==> src/rtl/regfile_mp_pkg.sv <==
// -----------------------------------------------------------------------------
// regfile_mp_pkg
// Shared defaults and helpers for the multi-port register file.
//   RF_DATA_W / RF_ADDR_W  : default register width and select width
//   RF_NUM_RD / RF_NUM_WR  : default read / write port counts
//   `RF_SLICE(vec, k, w)   : slice k of a flat vector packed as k*w +: w
// -----------------------------------------------------------------------------
`ifndef RF_SLICE
`define RF_SLICE(vec, k, w) vec[(k)*(w) +: (w)]
`endif

package regfile_mp_pkg;
    localparam int RF_DATA_W = 16;
    localparam int RF_ADDR_W = 4;
    localparam int RF_NUM_RD = 2;
    localparam int RF_NUM_WR = 2;
endpackage

==> src/rtl/regfile_wr_arb.sv <==
// -----------------------------------------------------------------------------
// regfile_wr_arb
// Resolves all write ports against one register address. Reports whether any
// enabled port targets the address and, if so, the data of the winning port
// (the highest-indexed enabled port).
//   i_wen    : per-port write enable
//   i_selWr  : flat write selects, port k at [k*ADDR_W +: ADDR_W]
//   i_dataWr : flat write data,    port k at [k*DATA_W +: DATA_W]
//   i_addr   : register address this instance resolves
//   o_hit    : an enabled write targets i_addr
//   o_data   : winning write data (0 when no hit)
// -----------------------------------------------------------------------------
module regfile_wr_arb
    import regfile_mp_pkg::*;
#(
    parameter int DATA_W   = RF_DATA_W,
    parameter int ADDR_W   = RF_ADDR_W,
    parameter int NUM_WR   = RF_NUM_WR,
    parameter int ZERO_REG = 1
) (
    input  logic [NUM_WR-1:0]        i_wen,
    input  logic [NUM_WR*ADDR_W-1:0] i_selWr,
    input  logic [NUM_WR*DATA_W-1:0] i_dataWr,
    input  logic [ADDR_W-1:0]        i_addr,
    output logic                     o_hit,
    output logic [DATA_W-1:0]        o_data
);

    // Ascending scan: a later (higher-indexed) match overrides an earlier one.
    // The enable is tested first so a disabled port's select/data never matters.
    // A hardwired r0 never reports a hit, so it is neither written nor bypassed.
    always_comb begin
        o_hit  = 1'b0;
        o_data = '0;
        for (int k = 0; k < NUM_WR; k++) begin
            if (i_wen[k] && (`RF_SLICE(i_selWr, k, ADDR_W) == i_addr)) begin
                o_hit  = 1'b1;
                o_data = `RF_SLICE(i_dataWr, k, DATA_W);
            end
        end
        if ((ZERO_REG != 0) && (i_addr == '0)) begin
            o_hit  = 1'b0;
            o_data = '0;
        end
    end

endmodule

==> src/rtl/regfile_mp.sv <==
// -----------------------------------------------------------------------------
// regfile_mp
// Parametrised multi-port register file with optional hardwired-zero r0,
// optional write-to-read bypass and a per-register busy scoreboard.
//   clk, rst_n : clock (rising edge), asynchronous active-low reset
//   wen        : per-write-port enable (higher index = higher priority)
//   selWr      : flat write selects, port k at [k*ADDR_W +: ADDR_W]
//   dataWr     : flat write data, same packing
//   selRd      : flat read selects
//   dataRd     : flat read data (combinational)
//   busyRd     : busy flag of each read-selected register
//   rsvEn      : reserve request, marks selRsv busy at the next edge
//   selRsv     : register to reserve
//   anyBusy    : OR of all registered busy bits
// -----------------------------------------------------------------------------
module regfile_mp
    import regfile_mp_pkg::*;
#(
    parameter int DATA_W   = RF_DATA_W,
    parameter int ADDR_W   = RF_ADDR_W,
    parameter int NUM_RD   = RF_NUM_RD,
    parameter int NUM_WR   = RF_NUM_WR,
    parameter int ZERO_REG = 1,
    parameter int BYPASS   = 1
) (
    input  logic                     clk,
    input  logic                     rst_n,
    input  logic [NUM_WR-1:0]        wen,
    input  logic [NUM_WR*ADDR_W-1:0] selWr,
    input  logic [NUM_WR*DATA_W-1:0] dataWr,
    input  logic [NUM_RD*ADDR_W-1:0] selRd,
    output logic [NUM_RD*DATA_W-1:0] dataRd,
    output logic [NUM_RD-1:0]        busyRd,
    input  logic                     rsvEn,
    input  logic [ADDR_W-1:0]        selRsv,
    output logic                     anyBusy
);

    localparam int DEPTH = 2 ** ADDR_W;

    logic [DATA_W-1:0] r_regs [DEPTH];
    logic [DEPTH-1:0]  r_busy;

    logic [DEPTH-1:0]  w_wrHit;
    logic [DATA_W-1:0] w_wrData [DEPTH];
    logic [DEPTH-1:0]  w_rsvHit;
    logic [ADDR_W-1:0] w_rdSel;

    // One arbiter per address. The storage update and the read bypass both
    // index these same results, so they can never disagree on the winner.
    for (genvar a = 0; a < DEPTH; a++) begin : g_addr
        regfile_wr_arb #(
            .DATA_W   (DATA_W),
            .ADDR_W   (ADDR_W),
            .NUM_WR   (NUM_WR),
            .ZERO_REG (ZERO_REG)
        ) u_arb (
            .i_wen    (wen),
            .i_selWr  (selWr),
            .i_dataWr (dataWr),
            .i_addr   (ADDR_W'(a)),
            .o_hit    (w_wrHit[a]),
            .o_data   (w_wrData[a])
        );

        assign w_rsvHit[a] = rsvEn && (selRsv == ADDR_W'(a)) && !((ZERO_REG != 0) && (a == 0));
    end

    // Storage and scoreboard. A reserve beats a same-cycle write on the busy
    // bit because the reserve represents a newer producer already in flight.
    always_ff @(posedge clk or negedge rst_n) begin
        if (!rst_n) begin
            r_regs <= '{default: '0};
            r_busy <= '0;
        end else begin
            for (int a = 0; a < DEPTH; a++) begin
                if (w_wrHit[a]) begin
                    r_regs[a] <= w_wrData[a];
                end
                if (w_rsvHit[a]) begin
                    r_busy[a] <= 1'b1;
                end else if (w_wrHit[a]) begin
                    r_busy[a] <= 1'b0;
                end
            end
        end
    end

    // Read ports. Outputs are forced to 0 while reset is held so a pending
    // write cannot leak through the bypass. r0 needs no special case here:
    // with ZERO_REG its arbiter never hits and its storage/busy stay 0.
    always_comb begin
        dataRd  = '0;
        busyRd  = '0;
        w_rdSel = '0;
        for (int j = 0; j < NUM_RD; j++) begin
            w_rdSel = `RF_SLICE(selRd, j, ADDR_W);
            if (rst_n) begin
                if ((BYPASS != 0) && w_wrHit[w_rdSel]) begin
                    `RF_SLICE(dataRd, j, DATA_W) = w_wrData[w_rdSel];
                    busyRd[j] = 1'b0;
                end else begin
                    `RF_SLICE(dataRd, j, DATA_W) = r_regs[w_rdSel];
                    busyRd[j] = r_busy[w_rdSel];
                end
            end
        end
    end

    assign anyBusy = |r_busy;

endmodule

==> config.mk <==
export PLATFORM = sky130hd
export DESIGN_NAME = regfile_mp
export DESIGN_NICKNAME = d
export VERILOG_FILES = /design/src/rtl/regfile_mp_pkg.sv /design/src/rtl/regfile_wr_arb.sv /design/src/rtl/regfile_mp.sv
export SDC_FILE = /design/constraint.sdc
export NUM_CORES = 1
export LEC_CHECK = 0
export CAP_MARGIN = 20
export CORE_MARGIN = 4
export CORE_UTILIZATION = 63
export CTS_CLUSTER_DIAMETER = 60
export DETAILED_ROUTE_END_ITERATION = 16
export HOLD_SLACK_MARGIN = 0.05
export PLACE_DENSITY_LB_ADDON = 0.12
export SYNTH_ARGS = -nofsm -noshare
export SYNTH_HDL_FRONTEND = slang
export SYNTH_SLANG_ARGS = --single-unit
==> constraint.sdc <==
create_clock -name clk -period 3.45 [get_ports clk]
set_input_delay 0.69 -clock clk [delete_from_list [all_inputs] [get_ports clk]]
set_output_delay 0.69 -clock clk [all_outputs]
set_load 0.02 [all_outputs]
==> flow_summary.json, run 1 <==
{
  "synth_edf_count": 0,
  "place.gp.congestion": 1.20,
  "cts_max_level": 1,
  "dp_hpwl_um": 85100,
  "clock-sinks": 255,
  "die_h_um": 194,
  "synth.avg_cell_area_um2": 9.11,
  "die_w_um": 194,
  "synth-warning-count": 0,
  "cts_root_buf": "clkbuf_16",
  "ys_seq_area_share_pct": 29.1,
  "dpl-instance-area_mm2": 0.0292,
  "lastStage": "global routing (5_1_grt)",
  "syn_area_mm2": 0.0219,
  "syn_nets": 2460,
  "syn_inst": 2403,
  "synth_ff_type": "dfrtp_1",
  "row_count": 68,
  "io_buffers": 91,
  "grt_pass1_vias": 39331,
  "ctsHoldBuffers": 0,
  "grt_first_pass_wirelength_um": 273000,
  "status": "stopped before the end",
  "clk_path_buf_depth": 3,
  "grt_overflow": 599,
  "cts_made_buffers": 31,
  "synthDistinctLibCells": 89,
  "boundaryPins": 92,
  "grt_util_all_layers_pct": 93.6,
  "synthArstFlopShare_pct": 100,
  "error": "[ERROR GRT-0116] Global routing finished with congestion. Check the congestion regions in the DRC Viewer.",
  "synth_seq_cells": 255,
  "grt_max_degree": 104,
  "start_util_pct": 63.7
}
through the flow:
stage                     std cells  setup WS [ns]  utilization, %  setup TNS, ns
after floorplan                2403         0.0259               -              0
after global placement         3515          -1.28            85.0         -37.47
after detailed placement       3515          -1.34            85.0         -39.52
after CTS                      3696         -0.242            95.5          -3.15
routing by layer:
| layer | global-route usage, % | overflow |
|---|---|---|
| met5 | 72.7 | 2 |
| met4 | 94.8 | 218 |
| met3 | 89.1 | 39 |
| met2 | 100 | 290 |
| met1 | 91.9 | 50 |
kinds of logic after synthesis:
kind of cell | synth area share [%]
AOI/OAI and AO/OA | 27.9
DFF | 29.1
muxes | 19.8
xor gates and xnor gates | 0.160
buffers and inverters | 6.52
and+or+nand+nor | 16.4
cell usage after synthesis, types with 13 or more instances:
| master | instances | area share, % |
|---|---|---|
| a21o_1 | 92 | 3.2 |
| buf_4 | 22 | 0.75 |
| buf_2 | 103 | 2.4 |
| buf_1 | 17 | 0.29 |
| clkbuf_1 | 120 | 2.1 |
| o211ai_1 | 14 | 0.48 |
| nor3_1 | 39 | 0.89 |
| a211oi_1 | 88 | 3.0 |
| a221oi_1 | 20 | 0.80 |
| nand2_1 | 446 | 7.6 |
| a31oi_1 | 15 | 0.43 |
| nor2_1 | 75 | 1.3 |
| o31ai_1 | 86 | 2.9 |
| dfrtp_1 | 255 | 29 |
| mux4_2 | 166 | 17 |
| a22oi_1 | 28 | 0.96 |
| mux2i_1 | 56 | 2.6 |
| o311ai_0 | 81 | 3.2 |
| buf_6 | 13 | 0.67 |
| nand3b_1 | 25 | 0.86 |
| a22o_1 | 18 | 0.72 |
| a21oi_1 | 146 | 3.3 |
| o31a_1 | 28 | 1.1 |
| o21ai_0 | 85 | 1.9 |
| inv_1 | 19 | 0.33 |
| nand3_1 | 109 | 2.5 |
| o22ai_1 | 40 | 1.1 |
what timing repair did:
action,4_1_cts
endpoints found under the setup margin,34
cloned,5
pin swaps,90
setup buffers,121
resized for setup,572
==> inputs of run 2 (changes only) <==
--- a/config.mk
+++ b/config.mk
@@ -7,11 +7,9 @@
 export LEC_CHECK = 0
 export CAP_MARGIN = 20
 export CORE_MARGIN = 4
-export CORE_UTILIZATION = 63
-export CTS_CLUSTER_DIAMETER = 60
+export CORE_UTILIZATION = 40
 export DETAILED_ROUTE_END_ITERATION = 16
-export HOLD_SLACK_MARGIN = 0.05
-export PLACE_DENSITY_LB_ADDON = 0.12
+export PLACE_DENSITY_LB_ADDON = 0.15
 export SYNTH_ARGS = -nofsm -noshare
 export SYNTH_HDL_FRONTEND = slang
 export SYNTH_SLANG_ARGS = --single-unit
==> flow_summary.json, run 2 <==
{
  "status": "finished with violations",
  "violations": "negative setup slack",
  "fillers": 4562,
  "seqCellArea_mm2": 0.00638,
  "power.leakage_nw": 15.1,
  "synth_edf_count": 0,
  "rr_startpoint": "r_regs[46]$_DFFE_PN0P_",
  "layout_common_cells": "847 x buf_4, 434 x nand2_1, 255 x dfrtp_1",
  "clock_latency_ns": 0.60,
  "critPathTopFamily": "buffers and inverters",
  "syn_inst": 2403,
  "grt_pass1_vias": 27078,
  "die_h_um": 242,
  "drive_above_1_share_pct": 48.7,
  "syn_area_mm2": 0.0219,
  "grt_util_all_layers_pct": 43.6,
  "max_slew.worst_pin.slew_ns": 0.885,
  "boundaryPins": 92,
  "setup_viol_count_final": 33,
  "cts_made_buffers": 31,
  "timing.fmax_mhz": 267,
  "viasPerCell": 6.87,
  "critical_path_buf_inv_count": 7,
  "top_register": "r_regs",
  "syn_nets": 2460,
  "vias": 27387,
  "firstDrtPassIters": 6,
  "clock-sinks": 255,
  "start_kind": "primary input",
  "worstPathMaxFanout": 5,
  "row_count": 85,
  "reg2reg_depth": 2,
  "start_util_pct": 40.5,
  "dpl-instance-area_mm2": 0.0297,
  "synth_ff_type": "dfrtp_1",
  "synth-warning-count": 0,
  "grt_overflow": 0,
  "grt_antenna_before_repair": 6,
  "crit_start": "selWr[6]",
  "hold_viol": 0,
  "cts_tree": "done",
  "wl_um": 132000,
  "min_period_ns": 3.75,
  "synth.avg_cell_area_um2": 9.11,
  "place.gp.congestion": 1.02,
  "synthTopCellsByCount": "446 x nand2_1, 255 x dfrtp_1, 166 x mux4_2",
  "die_w_um": 242,
  "timing.final.crit_share_pct": 109,
  "io_buffers": 91,
  "synthArstFlopShare_pct": 100,
  "cpMostUsedCell": "buf_6",
  "arrival_ns": 3.06,
  "rsz0062_at_grt": "yes",
  "ys_seq_area_share_pct": 29.1,
  "synthDistinctLibCells": 89,
  "drc": 0,
  "yosysMostFrequentCell": "nand2_1",
  "synth_top_area_share_pct": 29.1,
  "die-area_mm2": 0.0585,
  "synth_seq_cells": 255,
  "required_ns": 2.76,
  "initialDrtViolationCount": 3972,
  "grt_max_degree": 128,
  "fin_tns_setup_ns": -5.45,
  "hold_slack_ns": 0.118,
  "yosysTopAreaCell": "dfrtp_1",
  "holdCritPathClass": "primary input to async pin",
  "multi_input_area_mm2": 0.0157,
  "top_regs": "r_regs x240, r_busy x15",
  "layout_setup_ws_ns": -0.297,
  "slowest_delay_ns": 0.48,
  "final_antenna_net_count": 0,
  "crit_path_top_delay_cell": "mux4_2",
  "cts_root_buf": "clkbuf_16",
  "grt_first_pass_wirelength_um": 189000,
  "largest_reg_flops": 240,
  "fp.coreArea_mm2": 0.0540,
  "final_cell_area_mm2": 0.0341,
  "clk_pin_slew_worst_paths_ns": 0.06,
  "drv_cap": 0,
  "path_class": "primary input to primary output",
  "synthToLayoutAreaGrowth_pct": 55.9,
  "cts_max_level": 1,
  "final_common_cell": "buf_4",
  "nets": 3324,
  "p_per_area_mw_per_mm2": 352,
  "cp_cell_sequence": "buf_8 -> buf_6 -> buf_6 -> nand3_4 -> buf_6 -> nor2_4 -> buf_6 -> nand2_2 -> o31a_1 -> buf_4 -> mux4_2 -> a221oi_4 -> a22o_4 -> buf_6",
  "clk_path_buf_depth": 3,
  "fin_worst_skew_ns": 0,
  "r2r-end": "r_regs[46]$_DFFE_PN0P_",
  "synthTopCellsByArea": "dfrtp_1 29%, mux4_2 17%, nand2_1 7.6%",
  "vdd_ir_drop_max_uv": 459,
  "r2r_slack_ns": 2.62,
  "dp_hpwl_um": 93700,
  "slew_headroom_pct": 41.0,
  "endpoint_kind": "primary output",
  "slew_violations": 0,
  "routedWlPerCell_um": 33.2
}
==> run 2: cell counts after synthesis <==
Identical to the previous run, type by type.
==> run 2: per-stage QoR <==
step	setup WS (ns)	utilization, %	total power [mW]	cells
3_5_place_dp	-1.40	55.0	8.16	3784
3_3_place_gp	-1.41	55.0	8.04	3784
6_report	-0.297	63.2	12.0	3988
5_1_grt	-0.326	63.2	12.4	3987
4_1_cts	-0.283	61.8	11.8	3964
2_1_floorplan	0.0259	-	6.33	2403
==> run 2: layout make-up <==
type / count / share of cell area [%]
clock buffers: 42 / 2.54
multi-input cells: 1850 / 46.1
repair buffers: 1106 / 29.4
well taps: 696 / 2.55
inverters: 23 / 0.257
diodes: 1 / 0.00733
flip-flops and latches: 255 / 18.7
clock inverters: 15 / 0.502
==> run 2: cells by family (layout without fill, tap and decap cells) <==
| group | after synthesis | count (layout) | share of synthesized area [%] |
|---|---|---|---|
| other cells | 0 | 1 | 0 |
| compound gates | 841 | 841 | 27.9 |
| buf+inv | 298 | 1186 | 6.52 |
| simple gates | 780 | 780 | 16.4 |
| xor+xnor | 4 | 4 | 0.160 |
| flops | 255 | 255 | 29.1 |
| mux | 225 | 225 | 19.8 |
==> run 2: how the worst max path moves through the flow <==
stage | endpoint | depth (start not counted) | slack (ns)
6_report | dataRd[16] | 14 | -0.30
5_1_grt | dataRd[16] | 12 | -0.33
4_1_cts | dataRd[16] | 13 | -0.28
3_5_place_dp | dataRd[10] | 11 | -1.40
3_3_place_gp | dataRd[24] | 10 | -1.41
2_1_floorplan | dataRd[7] | 9 | 0.03
==> run 2: layer usage <==
layer | global-route usage (%) | vias to the layer above | share of wire [%]
met2 | 64.4 | 2125 | 42
met3 | 12.9 | 549 | 13
met1 | 57.5 | 13595 | 38
met4 | 23.9 | 10 | 7.1
met5 | 0 | - | 0.051
li1 | - | 11108 | -
==> run 2: power breakdown <==
group	leakage, nW	internal, mW	switching [mW]	total [mW]
registers	3.21	3.67	0.586	4.26
clock network	0.512	1.98	1.45	3.43
logic	11.4	2.14	2.17	4.32
==> run 2: repair_timing <==
| action | CTS | global route |
|---|---|---|
| setup endpoints to repair | 34 | 34 |
| hold buffers | 0 | 0 |
| resized for setup | 579 | 143 |
| setup buffers | 121 | 32 |
| pin swaps | 117 | 69 |
| cloned | 4 | 2 |
No activity file was read; power rests on OpenSTA's default activity.
